--- config.mk ---
export PLATFORM = sky130hd
export DESIGN_NAME = anneal_accept_ctrl
export DESIGN_NICKNAME = d
export VERILOG_FILES = /design/src/rtl/anneal_accept_ctrl.sv
export SDC_FILE = /design/constraint.sdc
export NUM_CORES = 1
export LEC_CHECK = 0
export ABC_AREA = 0
export CAP_MARGIN = 10
export CORE_ASPECT_RATIO = 1.2
export CORE_MARGIN = 2
export CORE_UTILIZATION = 40
export CTS_BUF_LIST = sky130_fd_sc_hd__clkbuf_4 sky130_fd_sc_hd__clkbuf_8 sky130_fd_sc_hd__clkbuf_16
export DETAILED_ROUTE_END_ITERATION = 12
export HOLD_SLACK_MARGIN = 0.06
export PLACE_DENSITY_LB_ADDON = 0.25
export SYNTH_ARGS = -nofsm -noshare
export SYNTH_HDL_FRONTEND = slang
export SYNTH_SLANG_ARGS = --single-unit
--- constraint.sdc ---
create_clock -name clk -period 1.85 [get_ports clk]
set_input_delay 0.2775 -clock clk [delete_from_list [all_inputs] [get_ports clk]]
set_output_delay 0.2775 -clock clk [all_outputs]
set_load 0.005 [all_outputs]
--- src/rtl/anneal_accept_ctrl.sv ---
// anneal_accept_ctrl: initiator side of the annealing acceptance handshake.
// Downhill/equal moves accept at once; uphill moves request a probability
// from the probability computer and compare it against an LFSR draw.
// Optional build macro ACCEPT_STATS_EN adds saturating decision counters.
module anneal_accept_ctrl #(
   parameter int          PROB_W    = 24,
   parameter int          TIMEOUT   = 1023,
   parameter logic [31:0] LFSR_SEED = 32'hACE1_2468
) (
   input  logic        clk,
   input  logic        rst,
   input  logic        req_valid,
   output logic        req_ready,
   input  logic [31:0] new_cost,
   input  logic [31:0] old_cost,
   input  logic [31:0] tinv,
   output logic [31:0] pc_new,
   output logic [31:0] pc_old,
   output logic [31:0] pc_tinv,
   output logic        pc_valid,
   input  logic [31:0] pc_prob,
   input  logic        pc_prob_valid,
   output logic        acc_valid,
   output logic        acc,
   output logic        acc_timeout,
   input  logic        acc_ready
`ifdef ACCEPT_STATS_EN
   ,
   output logic [31:0] stat_accepts,
   output logic [31:0] stat_rejects,
   output logic [15:0] stat_timeouts
`endif
);

   localparam logic [31:0] LFSR_TAPS = 32'h8020_0003;
   // Low PROB_W bits; masking the full words keeps every input bit in use.
   localparam logic [31:0] PROB_MASK = 32'((64'd1 << PROB_W) - 64'd1);
   localparam int          CNT_W     = $clog2(TIMEOUT + 2);

   typedef enum logic [1:0] {S_IDLE, S_REQ, S_WAIT, S_DONE} state_t;

   typedef struct packed {
      logic [31:0] new_c;
      logic [31:0] old_c;
      logic [31:0] tinv;
   } move_t;

   state_t             state_q, state_d;
   move_t              move_q, move_d;
   logic [31:0]        lfsr_q, lfsr_d;
   logic [CNT_W-1:0]   cnt_q, cnt_d;
   logic               acc_q, acc_d;
   logic               tmo_q, tmo_d;
   logic               rdy_q;
   logic [31:0]        rnd_m, prob_m;

   assign rnd_m  = lfsr_q & PROB_MASK;
   assign prob_m = pc_prob & PROB_MASK;

   // Galois LFSR, shifts right, free-running out of reset
   always_comb begin
      lfsr_d = lfsr_q >> 1;
      if (lfsr_q[0]) lfsr_d = (lfsr_q >> 1) ^ LFSR_TAPS;
   end

   // Next-state and decision logic
   always_comb begin
      state_d = state_q;
      move_d  = move_q;
      cnt_d   = cnt_q;
      acc_d   = acc_q;
      tmo_d   = tmo_q;
      case (state_q)
         S_IDLE: begin
            if (req_valid && rdy_q) begin
               move_d = '{new_c: new_cost, old_c: old_cost, tinv: tinv};
               acc_d  = 1'b0;
               tmo_d  = 1'b0;
               if (new_cost <= old_cost) begin
                  acc_d   = 1'b1;
                  state_d = S_DONE;
               end else begin
                  state_d = S_REQ;
               end
            end
         end
         S_REQ: begin
            cnt_d   = '0;
            state_d = S_WAIT;
         end
         S_WAIT: begin
            cnt_d = cnt_q + 1'b1;
            // A result arriving on the timeout cycle still wins
            if (pc_prob_valid) begin
               acc_d   = (rnd_m < prob_m);
               tmo_d   = 1'b0;
               state_d = S_DONE;
            end else if (cnt_q == CNT_W'(TIMEOUT)) begin
               acc_d   = 1'b0;
               tmo_d   = 1'b1;
               state_d = S_DONE;
            end
         end
         S_DONE: begin
            if (acc_ready) state_d = S_IDLE;
         end
         default: state_d = S_IDLE;
      endcase
   end

   // State registers with synchronous active-low reset
   always_ff @(posedge clk) begin
      if (!rst) begin
         state_q <= S_IDLE;
         move_q  <= '0;
         lfsr_q  <= LFSR_SEED;
         cnt_q   <= '0;
         acc_q   <= 1'b0;
         tmo_q   <= 1'b0;
         rdy_q   <= 1'b0;
      end else begin
         state_q <= state_d;
         move_q  <= move_d;
         lfsr_q  <= lfsr_d;
         cnt_q   <= cnt_d;
         acc_q   <= acc_d;
         tmo_q   <= tmo_d;
         rdy_q   <= 1'b1;
      end
   end

   // rdy_q keeps req_ready low in the cycle right after a reset edge
   assign req_ready   = rdy_q && (state_q == S_IDLE);
   assign pc_valid    = (state_q == S_REQ);
   assign acc_valid   = (state_q == S_DONE);
   assign acc         = acc_q;
   assign acc_timeout = tmo_q;
   assign pc_new      = move_q.new_c;
   assign pc_old      = move_q.old_c;
   assign pc_tinv     = move_q.tinv;

`ifdef ACCEPT_STATS_EN
   logic [31:0] st_acc_q, st_rej_q;
   logic [15:0] st_tmo_q;

   // Saturating counters bumped on the decision handshake
   always_ff @(posedge clk) begin
      if (!rst) begin
         st_acc_q <= '0;
         st_rej_q <= '0;
         st_tmo_q <= '0;
      end else if (state_q == S_DONE && acc_ready) begin
         if (acc_q) begin
            if (st_acc_q != '1) st_acc_q <= st_acc_q + 1'b1;
         end else begin
            if (st_rej_q != '1) st_rej_q <= st_rej_q + 1'b1;
         end
         if (tmo_q && st_tmo_q != '1) st_tmo_q <= st_tmo_q + 1'b1;
      end
   end

   assign stat_accepts  = st_acc_q;
   assign stat_rejects  = st_rej_q;
   assign stat_timeouts = st_tmo_q;
`endif

endmodule

==> Word level (Yosys, flattened, before mapping) <==
Index checks and enable logic that the tools add are counted.
{ "totals": {"output_inout_bits": 101, "regBits": 144, "inputBits": 133} }
{ "op_classes": {"reduce_logical": 8, "eq_ne": 7, "n_lt_le_gt_ge": 2, "bitwise": 1, "n_mux": 18, "addsub": 1} }
{ "op_table": {"columns": ["op", "count"], "rows": [
  ["32-bit less-or-equal comparator", 1],
  ["32-bit two-way mux", 1],
  ["24-bit < comparator", 1],
  ["11-bit case mux with 2 select lines", 1],
  ["11-bit by 1-bit adder with 11-bit output (second input constant)", 1],
  ["11-bit by 10-bit equality test with 1-bit output (second input constant)", 1],
  ["2-bit two-way mux", 5],
  ["1-bit two-way mux", 8],
  ["2-bit case mux with 4 select lines", 1],
  ["3-bit AND reduction", 2],
  ["2-bit equality test (second input constant)", 2],
  ["3-bit inverter with 4-bit output", 1],
  ["1-bit case mux with 2 select lines", 2],
  ["2-bit nonzero test", 2],
  ["3-bit inequality test (second input constant)", 1],
  ["2-bit by 1-bit equality test with 1-bit output (second input constant)", 1],
  ["1-bit logical AND", 2],
  ["2-bit zero test", 1],
  ["2-bit by 1-bit inequality test with 1-bit output (second input constant)", 1],
  ["2-bit inequality test (second input constant)", 1],
  ["2-bit AND reduction", 1]
]} }

==> Longest topological paths before layout <==
{ "logic_depth": {"ltp_word": 4, "mapped_depth": 9} }

==> Least setup slack after synthesis <==
Ideal clock, no wire load.
{ "synth_path": {"kind": "input to register", "from": "in old_cost[29]", "to": "reg state_q[1]", "required_time_ns": 1.758, "setup_ns": 0.092, "n_path_buf": 0, "stages": 8, "arrival_time_ns": 1.672, "setup_slack_ns": 0.085, "cell_sequence": "inv_1 > ha_1 > a21o_1 > a21o_1 > a2111o_1 > o21ai_1 > nand2_1 > o32ai_1"} }
{ "synth_via": {"elab_chain_cells": 4} }
{ "synth_lines": {"columns": ["item", "line_no", "source"], "rows": [
  ["from (decl)", "15", "input logic [31:0] old_cost,"],
  ["32-bit less-or-equal comparator", "79", "if (new_cost <= old_cost) begin"],
  ["2-bit two-way mux", "79", null],
  ["2-bit two-way mux", "75", "if (req_valid && rdy_q) begin"],
  ["2-bit case mux with 4 select lines", "73", "case (state_q)"],
  ["to (signal assigned)", "122", "state_q <= state_d;"],
  ["to (decl)", "48", "state_t state_q, state_d;"]
]} }
Every way passes these cells. The select of a mux whose other input is x is not followed.
A chain may end at the register's enable or synchronous reset.

==> Worst setup path after layout <==
{ "layout_path": {"from": "in new_cost[6]", "to": "reg state_q[1]"} }
{ "layout_via": {"elab_chain_cells": 4} }
{ "layout_lines": {"columns": ["item", "line_no", "source"], "rows": [
  ["from (decl)", "14", "input logic [31:0] new_cost,"],
  ["32-bit less-or-equal comparator", "79", null],
  ["2-bit two-way mux", "79", null],
  ["2-bit two-way mux", "75", null],
  ["2-bit case mux with 4 select lines", "73", null]
]} }
Every way passes these cells. The select of a mux whose other input is x is not followed.

==> flow_summary.ini <==
[logic_synthesis]
yosysWarnings = 0
synth_cell_type_count = 44
synth.top_cell.area_share = 0.456
syn_nets = 970
syn_area_per_cell_sq_um = 8.15
ys_top_cells_by_count = 217 x nand2_1, 144 x dfxtp_1, 123 x a21oi_1
synth_edf_count = 0
synth_area_leaders = dfxtp_1 46%, nand2_1 13%, ha_1 12%
seq_area_frac_synth = 0.456
synth_cells = 776
synthFlopType = dfxtp_1
synth-seq-cells = 144
synth_area_sq_mm = 0.00632
yosysTopAreaCell = dfxtp_1
async_flop_share = 0
yosysMostFrequentCell = nand2_1

[setup_path]
endpoint = state_q[1]
reg2reg_depth = 8
crit_required_ns = 2.14
crit_path_start_kind = input pin
cp-startpoint = new_cost[6]
endpoint_kind = register
timing.rr.end = state_q[0]
arrival_ns = 2.08
rr_startpoint = state_q[0]
worstSetupPathType = input pin to register
reg2reg_slack_ns = 0.11
path_max_fanout = 2

[die]
die_x_um = 119
rows = 50
ios = 234
die_h_um = 142
die_area_sq_mm = 0.0168
start_util = 0.408
core_sq_mm = 0.0155

[global_route]
overflow = 0
antenna_found_initial = 2
grt_max_degree = 61
grt_pass1_wl_um = 28500
grt_pass1_vias = 5737
track_usage = 0.213

[final_layout]
final_core_util = 0.643
drive_above_1_share = 0.132
area.growth.synth_to_final_pct = 57.7
finalNetCount = 1225
fillers = 1358
multi_input_area_sq_mm = 0.00335
fin_cells = 1252
regArea_sq_mm = 0.00289

[detailed_routing]
dr_wl_met2_um = 8840
wl_met1_um = 7150
ant_nets = 0
vias = 6040
routed_wl_um = 17900
wl_per_cell_um = 14.3
dr.max_layer_used = met5
met3WireLength_um = 1530
drt_iter0_drc = 232
viasPerCell = 4.82
drc = 0
drt-pass1-iter-count = 4

[cts]
clkTransAtPathRegs_ns = 0.06
clock_path_buffers = 2
clk_latency_ns = 0.42
cts.sinks = 144
cts_max_level = 4
cts_tree = yes
numCtsBuffers = 17
clockRootBuffer = clkbuf_16

[timing]
fin_crit_ns = 1.78
fmax_mhz = 560
setup_viol = 0
tightestPinTransition_ns = 0.434
slew_violations = 0
relSlewSlack = 0.710
fin_skew_ns = 0.00886
period_share = 0.965
rsz0062_at_grt = yes
hold_viol_final = 0

[power_and_ir_drop]
p_sw_frac = 0.281
power_density_mw_per_mm2 = 959
power_frac_clock = 0.343
seqPwrFrac = 0.373
power.internal_mw = 6.88
comb_power_share = 0.284
leakagePower_nw = 4.14
max-vdd-ir-drop_mv = 0.564
switchingPower_mw = 2.68

[flow_run]
cap_violations = 0

[placed_design]
gp_congestion = 0.830
port_buffers = 225
dpl.cell_count = 1217
dp_hpwl_um = 13100

[worst_hold_path]
min-delay-path-class = input pin to register
min_from = old_cost[23]

[run_status]
status = complete, no violations
## stage by stage
stage / TNS (ns) / hold slack [ns] / total power [mW] / cell area (sq um) / worst slack [ns]
finish: 0 / 0.148 / 9.56 / 9970 / 0.0653
global route: -0.0518 / 0.143 / 10.1 / 9970 / -0.0284
CTS: 0 / 0.229 / 9.59 / 9840 / 0.000477
detailed placement: -1.34 / 0.406 / 6.23 / 9150 / -0.647
global placement: -1.22 / 0.389 / 6.20 / 9150 / -0.568
floorplan: 0 / 0.305 / 4.80 / 6320 / 0.0854
## flip-flops by register name, summed over array words and instances (netlist names)
register     count
cnt_q           11
pc_tinv         32
state_q          2
rdy_q            1
pc_old          32
lfsr_q          32
acc              1
pc_new          32
acc_timeout      1
## layout make-up
class / count / area share
Inverter: 61 / 0.0231
Timing Repair Buffer: 272 / 0.269
Tap cell: 208 / 0.0261
Clock buffer: 23 / 0.0472
Sequential cell: 144 / 0.289
Multi-Input combinational cell: 535 / 0.336
Clock inverter: 7 / 0.00891
Antenna cell: 2 / 0.000502
## layer usage
metal  GRT usage  up-vias
li1            -     3062
met2       0.366      181
met5           0        -
met1       0.231     2764
met3      0.0920       31
met4      0.0877        2
## cells by family after synthesis
logic type	Yosys count	synth area share
buffers and inverters	97	0.0578
and+or+nand+nor	308	0.213
adders and majority gates	61	0.121
xor gates and xnor gates	9	0.0125
muxes	2	0.00336
AOI/OAI and AO/OA	155	0.137
DFF	144	0.456
## how the worst min path moves through the flow
stage                             to  slack [ns]  depth (start not counted)
after global placement    lfsr_q[23]        0.39                          1
after global routing      pc_old[22]        0.14                          3
final                     pc_old[23]        0.15                          3
after floorplan                rdy_q        0.31                          0
after CTS                 pc_old[15]        0.23                          3
after detailed placement  lfsr_q[29]        0.41                          1
## worst max-delay path, cell delays in order
cell and delay (ns):
clkdlybuf4s50_1 0.43, ha_1 0.30, nand2_1 0.04, o21ai_0 0.34, a21oi_1 0.14, a311o_1 0.34, nand2_2 0.11, o32ai_2 0.08
## layout by cell type (no fill, tap or decap), drive strengths merged, types with 4 or more instances in the layout
master / n
nand2: 217
clkdlybuf4s50: 180
dfxtp: 144
a21oi: 123
ha: 61
inv: 60
buf: 47
dlygate4sd2: 35
clkbuf: 23
nor2: 19
and2: 18
nand2b: 15
nand4: 14
o21ai: 11
dlymetal6s2s: 9
nand3: 8
clkinv: 6
xor2: 5
xnor2: 4
a21o: 4
nor3: 4
and3: 4
## repair_timing
item	CTS	global route
resized for setup	68	31
hold buffers	0	0
endpoints found under the setup margin	3	12
pin swaps	15	11
setup buffers	1	2
## power by group through the flow
| stage | Sequential (mW) | Combinational, mW | Clock, mW |
|---|---|---|---|
| after floorplan | 3.64 | 1.16 | 0 |
| after global placement | 3.61 | 2.58 | 0 |
| after detailed placement | 3.62 | 2.61 | 0 |
| after CTS | 3.56 | 2.68 | 3.35 |
| after global routing | 3.60 | 3.00 | 3.49 |
| final | 3.57 | 2.71 | 3.28 |
No activity file was read; power rests on OpenSTA's default activity.
